### config.mk
export PLATFORM = sky130hd
export DESIGN_NAME = pwm_cfg_sequencer
export DESIGN_NICKNAME = d
export VERILOG_FILES = /design/src/rtl/pwm_cfg_sequencer.sv
export SDC_FILE = /design/constraint.sdc
export NUM_CORES = 1
export LEC_CHECK = 0
export ABC_CLOCK_PERIOD_IN_PS = 7160
export CORE_UTILIZATION = 50
export CTS_BUF_LIST = sky130_fd_sc_hd__clkbuf_4
export DETAILED_ROUTE_END_ITERATION = 8
export DONT_BUFFER_PORTS = 1
export GPL_TIMING_DRIVEN = 0
export PLACE_DENSITY = 0.7
export SLEW_MARGIN = 25
export SYNTH_ARGS = -nofsm -noshare
export SYNTH_HDL_FRONTEND = slang
export SYNTH_SLANG_ARGS = --single-unit
### constraint.sdc
create_clock -name clk -period 7.16 [get_ports clk]
set_input_delay 1.432 -clock clk [delete_from_list [all_inputs] [get_ports clk]]
set_output_delay 1.432 -clock clk [all_outputs]
set_load 0.02 [all_outputs]
### src/rtl/pwm_cfg_sequencer.sv
// APB master that programs a pwm_apb_ip instance (CTRL off, ARR, CCR1, CCR2, CTRL on)
// and optionally reads every register back to confirm the values landed.
module pwm_cfg_sequencer #(
    parameter logic [15:0] ARR_INIT   = 16'd9999,
    parameter logic [15:0] CCR1_INIT  = 16'd2500,
    parameter logic [15:0] CCR2_INIT  = 16'd7500,
    parameter logic [2:0]  CTRL_INIT  = 3'b111,
    parameter bit          VERIFY     = 1'b1,
    parameter bit          AUTO_START = 1'b1,
    parameter logic [7:0]  TIMEOUT    = 8'd255
) (
    input  logic        clk,
    input  logic        rst_n,
    input  logic        start,
    output logic        busy,
    output logic        done,
    output logic        err,
    output logic [3:0]  err_step,
    output logic        psel,
    output logic        penable,
    output logic        pwrite,
    output logic [11:0] paddr,
    output logic [31:0] pwdata,
    input  logic        pready,
    input  logic [31:0] prdata,
    output logic [2:0]  state_dbg
);

    // APB handshake: a transfer is one SETUP cycle (psel=1, penable=0) followed by
    // ACCESS cycles (psel=1, penable=1); it completes on the first ACCESS edge with
    // pready=1. Address, data and direction hold from SETUP until completion.

    typedef enum logic [2:0] {
        S_IDLE   = 3'd0,
        S_SETUP  = 3'd1,
        S_ACCESS = 3'd2,
        S_DONE   = 3'd3,
        S_ERROR  = 3'd4
    } state_t;

    localparam logic [11:0] ADDR_ARR  = 12'h000;
    localparam logic [11:0] ADDR_CCR1 = 12'h004;
    localparam logic [11:0] ADDR_CCR2 = 12'h008;
    localparam logic [11:0] ADDR_CTRL = 12'h00C;
    localparam logic [3:0]  LAST_STEP = VERIFY ? 4'd8 : 4'd4;

    state_t      state_q, state_d;
    logic [3:0]  step_q, step_d;
    logic [7:0]  tcnt_q, tcnt_d;
    logic        err_q, err_d;
    logic [3:0]  err_step_q, err_step_d;
    logic        auto_q;

    logic [11:0] step_addr;
    logic [31:0] step_wdata;
    logic        step_write;
    logic [31:0] exp_val;
    logic [31:0] cmp_mask;
    logic        xfer_active;
    logic        rd_mismatch;
    logic        timed_out;

    // Step table: CTRL is cleared first so no channel runs on stale period/compare values.
    always_comb begin
        step_addr  = 12'h000;
        step_wdata = 32'h0;
        step_write = 1'b0;
        exp_val    = 32'h0;
        cmp_mask   = 32'h0;
        case (step_q)
            4'd0: begin step_addr = ADDR_CTRL; step_write = 1'b1; step_wdata = 32'h0; end
            4'd1: begin step_addr = ADDR_ARR;  step_write = 1'b1; step_wdata = {16'h0, ARR_INIT};  end
            4'd2: begin step_addr = ADDR_CCR1; step_write = 1'b1; step_wdata = {16'h0, CCR1_INIT}; end
            4'd3: begin step_addr = ADDR_CCR2; step_write = 1'b1; step_wdata = {16'h0, CCR2_INIT}; end
            4'd4: begin step_addr = ADDR_CTRL; step_write = 1'b1; step_wdata = {29'h0, CTRL_INIT}; end
            4'd5: begin step_addr = ADDR_ARR;  exp_val = {16'h0, ARR_INIT};  cmp_mask = 32'h0000_FFFF; end
            4'd6: begin step_addr = ADDR_CCR1; exp_val = {16'h0, CCR1_INIT}; cmp_mask = 32'h0000_FFFF; end
            4'd7: begin step_addr = ADDR_CCR2; exp_val = {16'h0, CCR2_INIT}; cmp_mask = 32'h0000_FFFF; end
            4'd8: begin step_addr = ADDR_CTRL; exp_val = {29'h0, CTRL_INIT}; cmp_mask = 32'h0000_0007; end
            default: begin step_addr = 12'h000; end
        endcase
    end

    assign rd_mismatch = !step_write && (((prdata ^ exp_val) & cmp_mask) != 32'h0);
    assign timed_out   = ({1'b0, tcnt_q} + 9'd1) >= {1'b0, TIMEOUT};

    always_comb begin
        state_d    = state_q;
        step_d     = step_q;
        tcnt_d     = tcnt_q;
        err_d      = err_q;
        err_step_d = err_step_q;
        case (state_q)
            S_IDLE: begin
                if (start || auto_q) begin
                    state_d    = S_SETUP;
                    step_d     = 4'd0;
                    tcnt_d     = 8'd0;
                    err_d      = 1'b0;
                    err_step_d = 4'd0;
                end
            end
            S_SETUP: begin
                state_d = S_ACCESS;
                tcnt_d  = 8'd0;
            end
            S_ACCESS: begin
                // A late pready in the final timeout cycle still wins.
                if (pready) begin
                    if (rd_mismatch) begin
                        state_d    = S_ERROR;
                        err_d      = 1'b1;
                        err_step_d = step_q;
                    end else if (step_q == LAST_STEP) begin
                        state_d = S_DONE;
                    end else begin
                        state_d = S_SETUP;
                        step_d  = step_q + 4'd1;
                    end
                end else if (timed_out) begin
                    state_d    = S_ERROR;
                    err_d      = 1'b1;
                    err_step_d = step_q;
                end else begin
                    tcnt_d = tcnt_q + 8'd1;
                end
            end
            S_DONE:  state_d = S_IDLE;
            S_ERROR: state_d = S_IDLE;
            default: state_d = S_IDLE;
        endcase
    end

    always_ff @(posedge clk) begin
        if (!rst_n) begin
            state_q    <= S_IDLE;
            step_q     <= 4'd0;
            tcnt_q     <= 8'd0;
            err_q      <= 1'b0;
            err_step_q <= 4'd0;
            auto_q     <= AUTO_START;
        end else begin
            state_q    <= state_d;
            step_q     <= step_d;
            tcnt_q     <= tcnt_d;
            err_q      <= err_d;
            err_step_q <= err_step_d;
            auto_q     <= 1'b0;
        end
    end

    assign xfer_active = (state_q == S_SETUP) || (state_q == S_ACCESS);
    assign psel        = xfer_active;
    assign penable     = (state_q == S_ACCESS);
    assign pwrite      = xfer_active && step_write;
    assign paddr       = xfer_active ? step_addr : 12'h000;
    assign pwdata      = (xfer_active && step_write) ? step_wdata : 32'h0;
    assign busy        = (state_q != S_IDLE);
    assign done        = (state_q == S_DONE);
    assign err         = err_q;
    assign err_step    = err_step_q;
    assign state_dbg   = state_q;

endmodule
**Word-level counts from Yosys, hierarchy flattened**

Cells that the tools add are included.

- Register bits after elaboration: 21
- Logic and storage cells: 83
- Output and inout bits: 57
- Input port bits: 36
- Bits in latches: 0
- Memories: 0
- Bits in read-only memories: 0
- Bits in writable memories: 0

- Bitwise operators: 2
- Equality and inequality tests: 19
- Multipliers: 0
- $lt $le $gt $ge: 1
- Multiplexer cells: 32
- $add $sub $neg: 3
- Reductions and logical operators: 20
- Div/mod/pow operators: 0
- Shift-type cells: 0

Operators with widths:

| kind | number |
|---|---|
| $pmux W14 S4 | 2 |
| $and A32 B32 Y32 | 1 |
| $mux W32 | 1 |
| $pmux W16 S2 | 1 |
| $reduce_bool A32 Y1 | 1 |
| $xor A32 B32 Y32 | 1 |
| $mux W4 | 7 |
| $mux W8 | 3 |
| $pmux W8 S3 | 1 |
| $eq A4 B3 Y1 const B | 4 |
| $pmux W4 S2 | 2 |
| $mux W12 | 1 |
| $mux W3 | 4 |
| $pmux W4 S3 | 1 |
| $ne A2 B2 Y1 const B | 5 |
| $add A8 B1 Y9 const B | 1 |
| $ge A9 B8 Y1 const B | 1 |
| $pmux W3 S3 | 1 |
| $add A8 B1 Y8 const B | 1 |
| $eq A4 B2 Y1 const B | 2 |
| $reduce_and A4 Y1 | 2 |
| $eq A3 B2 Y1 const B | 2 |
| $mux W1 | 6 |
| $reduce_bool A3 Y1 | 2 |
| 20 further kinds | 24 |

**Logic depth before layout (Yosys ltp)**

Gate-level depths: netlist of run 1.

- Depth after elaboration: 9
- Gate-level depth with buffers: 10
- Depth with buffers taken out: 9

**Worst setup path before layout of run 1**

Ideal clock, no wire load.

- Path type: reg2out
- From: register state_q[0] (netlist: state_dbg[0])
- To: output pwdata[2]
- Required time: 5728 ps
- Setup slack: 3544 ps
- Path buffers: 0
- Cell stages (with the launch flop): 7
- Arrival time: 2184 ps
- Path through: dfxtp_1 nand2b_1 a21o_1 nor2_1 o21ai_0 nor4_1 or2_2

- Word-level cells in the longest chain between the ends: 4
- Elaborated cells between the ends (all ways): 5
- Classes of those cells: eq/ne: 2; mux: 1; reduce/logical: 2

Ends and longest elaborated chain:

| item | line | source |
|---|---|---|
| from (decl) | 47 | `state_t state_q, state_d;` |
| from (signal assigned) | 143 | `state_q <= state_d;` |
| $eq A3 B1 Y1 or $eq A3 B2 Y1 (tied branches) | 152 | `assign xfer_active = (state_q == S_SETUP) \|\| (state_q == S_ACCESS);` |
| $logic_or A1 B1 Y1 * | 152 |  |
| $logic_and A1 B1 Y1 * | 157 | `assign pwdata = (xfer_active && step_write) ? step_wdata : 32'h0;` |
| $mux W32 * | 157 |  |
| to (decl) | 23 | `output logic [31:0] pwdata,` |

Mark *: on every way between the ends. The rest lies on a longest branch, timed or not.

**Final worst setup path of run 1**

Same ends and word-level chain as after synthesis.

==> qor.yml, run 1 <==
run_status: "finished, final reports clean"
power.share.combinational_pct: 28.5
required_ns: 5.73
clock-sinks: 21
die_width_um: 62.7
area_delta_synth_final_pct: 10.5
cts_tree: "yes"
fraction_of_final_layout_cells_with_drive_strength_greater_than_1_pct: 22.0
post_cts.repair.setup_buffers: 0
final_min_period_over_clock_period_pct: 59.8
finalClockSkew_ns: 0.00962
drv.max_cap_violation_count: 0
drc: 0
syn-instance-count: 231
placeable_core_region_um2: 3440
power.total_mw: 0.253
ys.flop_type: "sky130_fd_sc_hd__dfxtp_1"
achievable-frequency_mhz: 234
p_leak_nw: 0.905
setup_repair_after_global_routing_missed_its_margin: "false"
grt_util_all_layers_pct: 21.3
dpl.hpwl_um: 3090
synth.distinct_cells: 65
grt_pass1_wl_um: 6890
grt_use_met2_pct: 30.8
synth_edf_count: 0
num_vias: 1702
gp_routability_congestion: 0.855
start_util_pct: 53.5
clockPowerShare_pct: 22.7
worst_pin_slew_ns: 1.07
synth_largest_type_area_fraction_pct: 22.8
synth.top_cells.by_area: "sky130_fd_sc_hd__dfxtp_1 (23%), sky130_fd_sc_hd__buf_4 (14%), sky130_fd_sc_hd__ha_1 (4.1%)"
die_height_um: 62.7
share_seq_of_total_power_pct: 48.8
cts.root.buffer_cell: "sky130_fd_sc_hd__clkbuf_4"
grt_use_met3_pct: 5.66
power_density_nw_per_um2: 124
timing.critical_path.from_type: "flip-flop"
async_reset_ff_share_pct: 0
overflow: 0
gr-max-usage-layer: "met1"
report.final.slew_viol_count: 0
critical_path.max_fanout: 9
antenna_found_initial: 0
hold_path.class: "flip-flop to flip-flop"
number_of_gates_given_a_new_drive_strength_after_cts: 0
share_of_synthesized_area_occupied_by_flip_flops_and_latches_pct: 22.8
final_period_demand_of_the_worst_path_ns: 4.28
detail_route.first_pass.iterations: 4
clock_insertion_delay_at_the_later_pin_of_the_skew_report_ns: 0.31
die_area_um2: 3930
max_vdd_drop_uv: 134
power.share.switching_pct: 34.8
design.portCount: 93
design_area_um2: 2030
number_of_global_route_vias_before_repair: 1490
postSynthRegisterBits: 21
clk_transition_reported_paths_ns: 0.12
port_bufs: 0
synth.cell_area_um2: 1840
first_iter_violations: 63
globalRouteMet1Util_pct: 31.3
cts-root-to-sink-buffers: 2
totalNegativeSetupSlack_ns: 0
yosys_warnings: 0
placed_cell_area_um2: 2010
relSlewSlack_pct: 27.9
switching_power_mw: 0.0881
core.rowCount: 21
antenna_cells_inserted: 0
vias_per_cell: 5.49
end_kind: "output pin"
cts_inserted_buffers: 3
synth.largest_area_cell: "sky130_fd_sc_hd__dfxtp_1"
timing.critical_path.arrival_ns: 2.85
grt_max_degree: 13
ant_nets: 0
path_class: "flip-flop to output pin"
routed_wl_um: 4010
cts_htree_levels: 1
fin_nets: 307
report.final.setup_viol: 0
route.detailed.wl_per_inst_um: 12.9
average_size_of_a_mapped_cell_um2: 7.97
cts_hold_buf: 0
hold_viol: 0
cellInternalPower_mw: 0.165
==> path summary, 6_finish.rpt <==
| check | startpoint | endpoint | slack, ns | cells past startpoint |
|---|---|---|---|---|
| hold / removal | tcnt_q[1] | tcnt_q[1] | 0.59 | 2 |
| setup reg to reg | step_q[1] | step_q[3] | 4.61 | 10 |
| setup / recovery | state_dbg[0] | pwdata[2] | 2.88 | 6 |
| hold reg to reg | tcnt_q[1] | tcnt_q[1] | 0.59 | 2 |
==> critical path, cell delays in order (launching register included) <==
cell                       delay (ns)
sky130_fd_sc_hd__dfxtp_1         0.65
sky130_fd_sc_hd__nand2b_1        0.14
sky130_fd_sc_hd__a21o_1          0.30
sky130_fd_sc_hd__nor2_1          0.11
sky130_fd_sc_hd__o21ai_0         0.16
sky130_fd_sc_hd__nor4_1          0.85
sky130_fd_sc_hd__or2_2           0.32
==> state kept, by name (all words and copies together), names as in the netlist <==
signal and count:
auto_q 1, err 1, err_step 4, state_dbg 3
step_q 4, tcnt_q 8
==> kinds of logic after synthesis <==
group,Yosys count,synth area share (%)
compound gates,63,26.3
flops,21,22.8
fa+ha+maj,6,4.08
mux,5,2.86
buf+inv,55,19.1
simple gates,80,24.6
other cells,1,0.204
==> cell usage in the layout, fill, tap and decap left out, drive strengths merged, types with 3 or more instances in the layout <==
cell type / count
and2: 3
conb: 30
nor4: 6
a31oi: 7
mux2i: 3
nor2: 16
nor3: 7
nor2b: 3
or3: 3
a22o: 6
inv: 12
o311ai: 3
nand2b: 3
a211oi: 3
clkbuf: 8
a21oi: 8
buf: 38
dfxtp: 21
nand2: 16
o21ai: 8
nand4b: 3
nand3: 7
o21a: 3
ha: 6
==> stage by stage <==
step | utilization (%) | cells | hold slack, ns | setup WS [ns]
floorplan | - | 260 | 0.518 | 3.54
CTS | 59.1 | 310 | 0.587 | 2.88
global placement | 58.3 | 306 | 0.557 | 3.24
finish | 59.1 | 310 | 0.594 | 2.88
detailed placement | 58.3 | 306 | 0.567 | 3.25
global route | 59.1 | 310 | 0.620 | 2.64
==> area by class of cell <==
class | instances | area [um2]
buffer | 43 | 307
sequential | 21 | 420
fill | 364 | 1410
inverter | 12 | 45.0
clock inverter | 1 | 5.00
clock buffer | 3 | 22.5
multi-input combinational | 184 | 1180
tap | 46 | 57.6
==> power groups by stage <==
| stage | sequential, mW | combinational (mW) | clock, mW |
|---|---|---|---|
| 3_5_place_dp | 0.126 | 0.0712 | 0 |
| 4_1_cts | 0.123 | 0.0714 | 0.0595 |
| 2_1_floorplan | 0.125 | 0.0640 | 0 |
| 5_1_grt | 0.124 | 0.0786 | 0.0662 |
| 3_3_place_gp | 0.126 | 0.0711 | 0 |
| 6_report | 0.123 | 0.0722 | 0.0574 |
==> cell usage after synthesis (2+ instances only) <==
cell type	n
sky130_fd_sc_hd__a211oi_1	3
sky130_fd_sc_hd__a21bo_2	2
sky130_fd_sc_hd__a21o_1	2
sky130_fd_sc_hd__a21oi_1	8
sky130_fd_sc_hd__a22o_1	6
sky130_fd_sc_hd__a31oi_1	7
sky130_fd_sc_hd__and2_1	2
sky130_fd_sc_hd__and3_1	2
sky130_fd_sc_hd__buf_2	2
sky130_fd_sc_hd__buf_4	34
sky130_fd_sc_hd__buf_6	2
sky130_fd_sc_hd__clkbuf_1	5
sky130_fd_sc_hd__dfxtp_1	21
sky130_fd_sc_hd__ha_1	6
sky130_fd_sc_hd__inv_1	12
sky130_fd_sc_hd__mux2i_1	3
sky130_fd_sc_hd__nand2_1	15
sky130_fd_sc_hd__nand2b_1	2
sky130_fd_sc_hd__nand3_1	6
sky130_fd_sc_hd__nand4_1	2
sky130_fd_sc_hd__nand4b_1	3
sky130_fd_sc_hd__nor2_1	16
sky130_fd_sc_hd__nor2b_1	2
sky130_fd_sc_hd__nor3_1	7
sky130_fd_sc_hd__nor4_1	6
sky130_fd_sc_hd__o21a_1	2
sky130_fd_sc_hd__o21ai_0	8
sky130_fd_sc_hd__o21bai_1	2
sky130_fd_sc_hd__o311ai_0	2
sky130_fd_sc_hd__o31ai_1	2
sky130_fd_sc_hd__or2_2	2
sky130_fd_sc_hd__or3_1	3
sky130_fd_sc_hd__or4_1	2
==> per-layer routing <==
| metal | vias up | routed length [um] |
|---|---|---|
| met5 | - | 0 |
| met4 | 0 | 22 |
| met3 | 5 | 401 |
| met2 | 76 | 1670 |
| met1 | 767 | 1920 |
| li1 | 854 | - |
Note: power is estimated with default switching activity, not from simulation.
==> run 2: changes to the inputs <==
--- a/config.mk
+++ b/config.mk
@@ -5,7 +5,7 @@
 export SDC_FILE = /design/constraint.sdc
 export NUM_CORES = 1
 export LEC_CHECK = 0
-export ABC_CLOCK_PERIOD_IN_PS = 7160
+export ABC_CLOCK_PERIOD_IN_PS = 4200
 export CORE_UTILIZATION = 50
 export CTS_BUF_LIST = sky130_fd_sc_hd__clkbuf_4
 export DETAILED_ROUTE_END_ITERATION = 8
==> constraint.sdc (replaced) <==
create_clock -name clk -period 4.2 [get_ports clk]
set_input_delay 0.84 -clock clk [delete_from_list [all_inputs] [get_ports clk]]
set_output_delay 0.84 -clock clk [all_outputs]
set_load 0.02 [all_outputs]
==> results of run 2 <==
The final DEF is identical to that of run 1. Status: finished, final reports clean.
Among the figures that moved: setup slack after placement 3.25 ns -> 0.881 ns; setup slack after layout 2.88 ns -> 0.513 ns; register-to-register setup slack 4.61 ns -> 1.65 ns; total power 0.253 mW -> 0.431 mW; worst IR drop on VDD 134 uV -> 228 uV
